## config.mk

```make
export PLATFORM = sky130hd
export DESIGN_NAME = smu_seq_window
export DESIGN_NICKNAME = d
export VERILOG_FILES = /design/src/rtl/smu_seq_window.sv
export SDC_FILE = /design/constraint.sdc
export NUM_CORES = 1
export LEC_CHECK = 0
export CORE_ASPECT_RATIO = 0.7
export CORE_UTILIZATION = 40
export DETAILED_ROUTE_END_ITERATION = 6
export PLACE_DENSITY = 0.56
export SLEW_MARGIN = 20
export SYNTH_ARGS = -nofsm -noshare
export SYNTH_HDL_FRONTEND = slang
export SYNTH_SLANG_ARGS = --single-unit
```

## constraint.sdc

```tcl
create_clock -name clk -period 4.5 [get_ports clk]
set_input_delay 0.675 -clock clk [delete_from_list [all_inputs] [get_ports clk]]
set_output_delay 0.675 -clock clk [all_outputs]
set_load 0.005 [all_outputs]
```

## src/rtl/smu_seq_window.sv

```systemverilog
// ---------------------------------------------------------------------------
// smu_seq_window
//
// Signal monitoring unit with M independent channels. Each channel walks a
// programmable sequence of up to N stages over the K-bit observable bus p.
// A stage matches when (p & Mask) OP (Cmp & Mask) holds. OP is one of eq,
// neq, unsigned gt or unsigned lt. A stage can carry a timeout window and a
// Last flag that ends the sequence early. Every completed sequence pulses the
// channel trigger and bumps a saturating per-channel event counter.
//
// Configuration is shifted in serially (LSB first) and locked once CFG_SIZE
// bits have been received. Only reset unlocks it.
//
// Optional feature macro: SMU_STICKY_TRIGGER_EN
//   defined   : trigger[m] holds until trigClear[m]. A new fire in the same
//               cycle as a clear keeps the trigger set.
//   undefined : trigger is a one-cycle pulse and trigClear is unused.
//
// Ports
//   clk               in   clock for monitoring and config load
//   rst               in   asynchronous active-low reset
//   p                 in   K-bit observable bus
//   bitstreamSerialIn in   config serial data
//   bitstreamValid    in   qualifies bitstreamSerialIn (one bit per cycle)
//   trigClear         in   M per-channel sticky-trigger clears
//   cfgDone           out  config fully loaded and locked
//   trigger           out  M per-channel triggers
//   smuState          out  current stage per channel, $clog2(N) bits each
//   eventCount        out  saturating fire count per channel, CNT_W bits each
//
// Per-unit config layout (stage s, channel m at [(s*M+m)*UNIT_SIZE +:]),
// LSB first: En(1) CmpSel(2) Last(1) Window(WIN_W) Mask(K) Cmp(K).
// ---------------------------------------------------------------------------
module smu_seq_window #(
  parameter int N     = 4,
  parameter int K     = 8,
  parameter int M     = 4,
  parameter int WIN_W = 8,
  parameter int CNT_W = 16
) (
  input  logic                       clk,
  input  logic                       rst,
  input  logic [K-1:0]               p,
  input  logic                       bitstreamSerialIn,
  input  logic                       bitstreamValid,
  input  logic [M-1:0]               trigClear,
  output logic                       cfgDone,
  output logic [M-1:0]               trigger,
  output logic [M*$clog2(N)-1:0]     smuState,
  output logic [M*CNT_W-1:0]         eventCount
);

  localparam int UNIT_SIZE = 2*K + WIN_W + 4;
  localparam int CFG_SIZE  = N*M*UNIT_SIZE;
  localparam int S_W       = $clog2(N);
  localparam int BC_W      = $clog2(CFG_SIZE + 1);

  localparam int EN_O   = 0;
  localparam int SEL_O  = 1;
  localparam int LAST_O = 3;
  localparam int WIN_O  = 4;
  localparam int MASK_O = 4 + WIN_W;
  localparam int CMP_O  = 4 + WIN_W + K;

  localparam logic [1:0] CMP_EQ  = 2'b00;
  localparam logic [1:0] CMP_NEQ = 2'b01;
  localparam logic [1:0] CMP_GT  = 2'b10;
  localparam logic [1:0] CMP_LT  = 2'b11;

  // Compare the masked bus against the masked reference with the selected op.
  function automatic logic f_match(input logic [1:0]   sel,
                                   input logic [K-1:0] pm,
                                   input logic [K-1:0] cm);
    logic res;
    case (sel)
      CMP_EQ:  res = (pm == cm);
      CMP_NEQ: res = (pm != cm);
      CMP_GT:  res = (pm >  cm);
      CMP_LT:  res = (pm <  cm);
      default: res = 1'b0;
    endcase
    return res;
  endfunction

  logic [CFG_SIZE-1:0] r_cfg;
  logic [BC_W-1:0]     r_bitcnt;
  logic                r_done;

  // Serial config loader: shift in from the top so the first bit ends at bit 0.
  // Once the final bit arrives the image is locked until reset.
  always_ff @(posedge clk or negedge rst) begin
    if (!rst) begin
      r_cfg    <= '0;
      r_bitcnt <= '0;
      r_done   <= 1'b0;
    end else if (bitstreamValid && !r_done) begin
      r_cfg    <= {bitstreamSerialIn, r_cfg[CFG_SIZE-1:1]};
      r_bitcnt <= r_bitcnt + BC_W'(1);
      if (r_bitcnt == BC_W'(CFG_SIZE - 1)) begin
        r_done <= 1'b1;
      end
    end
  end

  assign cfgDone = r_done;

`ifndef SMU_STICKY_TRIGGER_EN
  logic w_unused_clr;
  assign w_unused_clr = ^trigClear;
`endif

  for (genvar m = 0; m < M; m++) begin : g_ch
    logic [S_W-1:0]       r_stage;
    logic [WIN_W-1:0]     r_win;
    logic [CNT_W-1:0]     r_cnt;
    logic                 r_trig;

    logic [UNIT_SIZE-1:0] w_unit;
    logic                 w_en;
    logic [1:0]           w_sel;
    logic                 w_last;
    logic [WIN_W-1:0]     w_window;
    logic [K-1:0]         w_mask;
    logic [K-1:0]         w_cmp;
    logic                 w_match;
    logic                 w_fire;
    logic [S_W-1:0]       w_stage_nxt;
    logic [WIN_W-1:0]     w_win_nxt;

    // Pick the config unit for this channel's current stage. Stage codes at or
    // above N are unreachable; they select an all-zero (disabled) unit.
    always_comb begin
      w_unit = '0;
      if (int'(r_stage) < N) begin
        w_unit = r_cfg[(int'(r_stage)*M + m)*UNIT_SIZE +: UNIT_SIZE];
      end else begin
        w_unit = '0;
      end
    end

    assign w_en     = w_unit[EN_O];
    assign w_sel    = w_unit[SEL_O +: 2];
    assign w_last   = w_unit[LAST_O];
    assign w_window = w_unit[WIN_O +: WIN_W];
    assign w_mask   = w_unit[MASK_O +: K];
    assign w_cmp    = w_unit[CMP_O +: K];
    assign w_match  = f_match(w_sel, p & w_mask, w_cmp & w_mask);

    // Sequence next-state. A match has priority over a window timeout.
    always_comb begin
      w_fire      = 1'b0;
      w_stage_nxt = r_stage;
      w_win_nxt   = r_win;
      if (!r_done) begin
        w_stage_nxt = '0;
        w_win_nxt   = '0;
      end else if (!w_en) begin
        w_stage_nxt = '0;
        w_win_nxt   = '0;
      end else if (w_match) begin
        w_win_nxt = '0;
        if (w_last || (r_stage == S_W'(N - 1))) begin
          w_fire      = 1'b1;
          w_stage_nxt = '0;
        end else begin
          w_stage_nxt = r_stage + S_W'(1);
        end
      end else if (r_stage == '0) begin
        w_win_nxt = '0;
      end else if (w_window == '0) begin
        w_win_nxt = r_win;
      end else if (r_win == (w_window - WIN_W'(1))) begin
        w_stage_nxt = '0;
        w_win_nxt   = '0;
      end else begin
        w_win_nxt = r_win + WIN_W'(1);
      end
    end

    // Channel state, trigger and saturating event counter.
    always_ff @(posedge clk or negedge rst) begin
      if (!rst) begin
        r_stage <= '0;
        r_win   <= '0;
        r_cnt   <= '0;
        r_trig  <= 1'b0;
      end else begin
        r_stage <= w_stage_nxt;
        r_win   <= w_win_nxt;
`ifdef SMU_STICKY_TRIGGER_EN
        r_trig  <= w_fire | (r_trig & ~trigClear[m]);
`else
        r_trig  <= w_fire;
`endif
        if (w_fire && (r_cnt != {CNT_W{1'b1}})) begin
          r_cnt <= r_cnt + CNT_W'(1);
        end
      end
    end

    assign trigger[m]                  = r_trig;
    assign smuState[m*S_W +: S_W]      = r_stage;
    assign eventCount[m*CNT_W +: CNT_W] = r_cnt;
  end

endmodule

```

==> metrics <==
status complete, but fails checks; failing checks DRC; most frequent cells in the layout dfrtp_1 (562), mux2_2 (457), mux4_2 (115); worst-skew pair later-pin latency ~0.63 ns; Critical Path AT 4.32 ns; Tmin final between 3 and 4 ns; DRC errors left 32; final instance area around 32000 sq um; Min-Delay Path Class in -> async; CP Capture Type flip-flop; fill count between 5000 and 6000; Post CTS Setup Buffer Count 0; Post-synth ARST share 1.00; Fmax about 260 MHz; Vias/cell roughly 5.4; Cell Pwr Density 345 nW/um^2; most common cell after layout, fill and taps aside dfrtp_1; max-cap violation count 0; Worst-path clk slew roughly 0.06 ns; PortBufs approximately 90; Global Route Usage Sum 0.169; HPWL Detailed slightly below 40 mm; critical path class reg -> reg; Critical Path Sink g_ch[2].r_stage[0]; Yosys warnings 0; die area around 70000 sq um; Leak Pwr 14.5 nW; largest net degree at the start of global routing roughly 120; RSZ-0062 raised after global routing no; Slew Limit Fails 0; Switch Pwr approximately 2.4 mW; syn nets roughly 2100; setup_tns 0 ns; H-Tree Depth 2; Sequential Power Share 0.494; register area share after synthesis 0.517; vias in the first global route 16900; Placed Area 29500 sq um; Routed WL per cell between 15 and 20 microns; unique cell type count in the Yosys netlist 65; clock sinks 566; final hold vios 0; reg-to-reg endpoint g_ch[2].r_stage[0]; starting density of the core 0.408; Clk pwr share 0.465; clk buf depth 3; initial antenna violation count 5; layout cells sized above 1 0.354; crit start category flip-flop; combinational power share 0.041; vias 16500; area leader, netlist dfrtp_1; critical path startpoint g_ch[2].r_stage[0]; Mapped Area ~27000 sq um; wirelength, routed around 57 mm; TritonCTS Buffers 59; CTS Hold Bufs 0; R2R setup slack 0.66 ns; row count around 80; RD Place Congestion roughly 0.79; sw frac 0.223; number of top-level pins 93; 1st-pass router iterations 7; area grow syn2layout 14.9%; setup violators final 0; Post-synth EDFFs 0; largest fanout on the critical path 15; Rel. slew slack 0.298; Die Wd about 310 microns; CTS root buf clkbuf_16; FF+latch count, synth about 570; Worst Tran Pin Value 1.05 ns; R2R cell count 11; core box area between 60000 and 70000 sq um; first-pass GRT wire length roughly 95 mm; top post-synthesis cells by area dfrtp_1 (52%), mux2_2 (19%), mux4_2 (9.4%), ha_1 (2.4%), xnor2_1 (2.2%); Tcrit/Tclk final 0.854; predominant post-synthesis flop cell dfrtp_1; maximum vdd drop between 0.2 and 0.3 mV; die height around 220 microns; Data required, critical path about 5 ns; P_int 8.44 mW; Final Net Count roughly 2200; Final ANT Viol Nets 0; CTS tree done; total gr overflow 0; Core Util, Final 0.469; r2r startpoint g_ch[2].r_stage[0]; Gate Count Post-Synth 2000; DR iter-0 viols approximately 1100; Final Skew 0.0247 ns; cts repair resizes 0; post-synth top area share 0.517; Syn Area/Cell between 10 and 15 sq um
## per-stage QoR
step	total power, mW	worst slack (ns)	cells	hold slack [ns]
floorplan	5.68	0.363	2000	0.379
detailed placement	5.91	0.444	2932	0.468
global placement	5.89	0.467	2932	0.462
CTS	11.1	0.612	3041	0.0475
global route	11.3	0.265	3041	0.0582
finish	10.9	0.656	3043	0.0411
## logic make-up (layout without fill, tap and decap cells)
| group | count (synthesis) | in the layout | synth area share |
|---|---|---|---|
| flops | 566 | 566 | 0.517 |
| other cells | 0 | 2 | 0 |
| xor+xnor | 110 | 110 | 0.0351 |
| buf+inv | 143 | 293 | 0.0231 |
| compound gates | 130 | 130 | 0.0341 |
| mux | 576 | 576 | 0.284 |
| simple gates | 422 | 422 | 0.0826 |
| fa+ha+maj | 53 | 53 | 0.0242 |
## metal layers
layer  up-vias  GRT usage  part of all wire
met3        78     0.0294             0.041
met5         -          0           0.00016
met4         2     0.0460             0.021
li1       7611          -                 -
met2       256      0.234              0.42
met1      8535      0.268              0.51
## power groups by stage
stage / Combinational, mW / Sequential [mW] / Clock (mW)
global placement: 0.451 / 5.44 / 0
floorplan: 0.275 / 5.40 / 0
detailed placement: 0.463 / 5.45 / 0
CTS: 0.465 / 5.36 / 5.23
finish: 0.450 / 5.36 / 5.04
global route: 0.504 / 5.38 / 5.45
## worst max-delay path, cell delays in order (launching register included)
cell,delay (ns)
dfrtp_2,0.66
buf_4,0.39
mux4_2,0.60
inv_1,0.08
ha_1,0.22
xor2_1,0.18
xnor2_1,0.14
nand3_1,0.11
nor3_1,0.17
o2111ai_1,0.53
o21ai_0,0.49
o21ai_0,0.13
## registers in the layout (all words and copies together), names as in the netlist
signal        cells
g_ch.r_trig       4
g_ch.r_win       32
g_ch.r_cnt       64
cfgDone           1
g_ch.r_stage      8
r_bitcnt          9
r_cfg           448
## synthesized netlist by cell type (3+ instances only)
cell type	n
or2_2	10
a21o_1	3
nor4_2	3
a221o_1	4
nor3_2	4
and2_1	41
a211oi_1	5
xor2_1	42
a21oi_1	12
nand3b_1	4
o2111ai_1	4
mux2i_1	3
nand4_1	38
or3_1	9
buf_1	9
nand3_1	68
nor4_1	16
nand4b_1	6
o211ai_1	17
and4_1	5
ha_1	53
inv_1	43
a31oi_1	32
nor2_1	58
o21ai_0	26
nor2b_1	8
nor3_1	27
buf_2	11
and3_1	31
o31ai_1	3
mux2_2	457
xnor2_1	68
nor3b_1	5
buf_4	14
buf_6	4
nand2_1	81
dfrtp_1	566
clkbuf_1	61
o211ai_2	3
nor4b_1	3
mux4_2	115
## how the worst min path moves through the flow
stage	endpoint	slack, ns	depth (start not counted)
after floorplan	cfgDone	0.38	0
after global placement	r_bitcnt[8]	0.46	1
after detailed placement	r_bitcnt[8]	0.47	1
after CTS	r_cfg[30]	0.05	1
after global routing	r_cfg[30]	0.06	1
final	r_cfg[30]	0.04	1
## area by class of cell
class,instances,area [sq um],area share
clock buffer,86,1800,0.0571
sequential,566,14200,0.450
tap,891,1110,0.0354
antenna,2,5.00,0.000159
inverter,44,165,0.00524
timing repair buffer,140,1390,0.0441
clock inverter,23,240,0.00762
multi-input combinational,1291,12600,0.401
No activity file was read; power rests on OpenSTA's default activity.
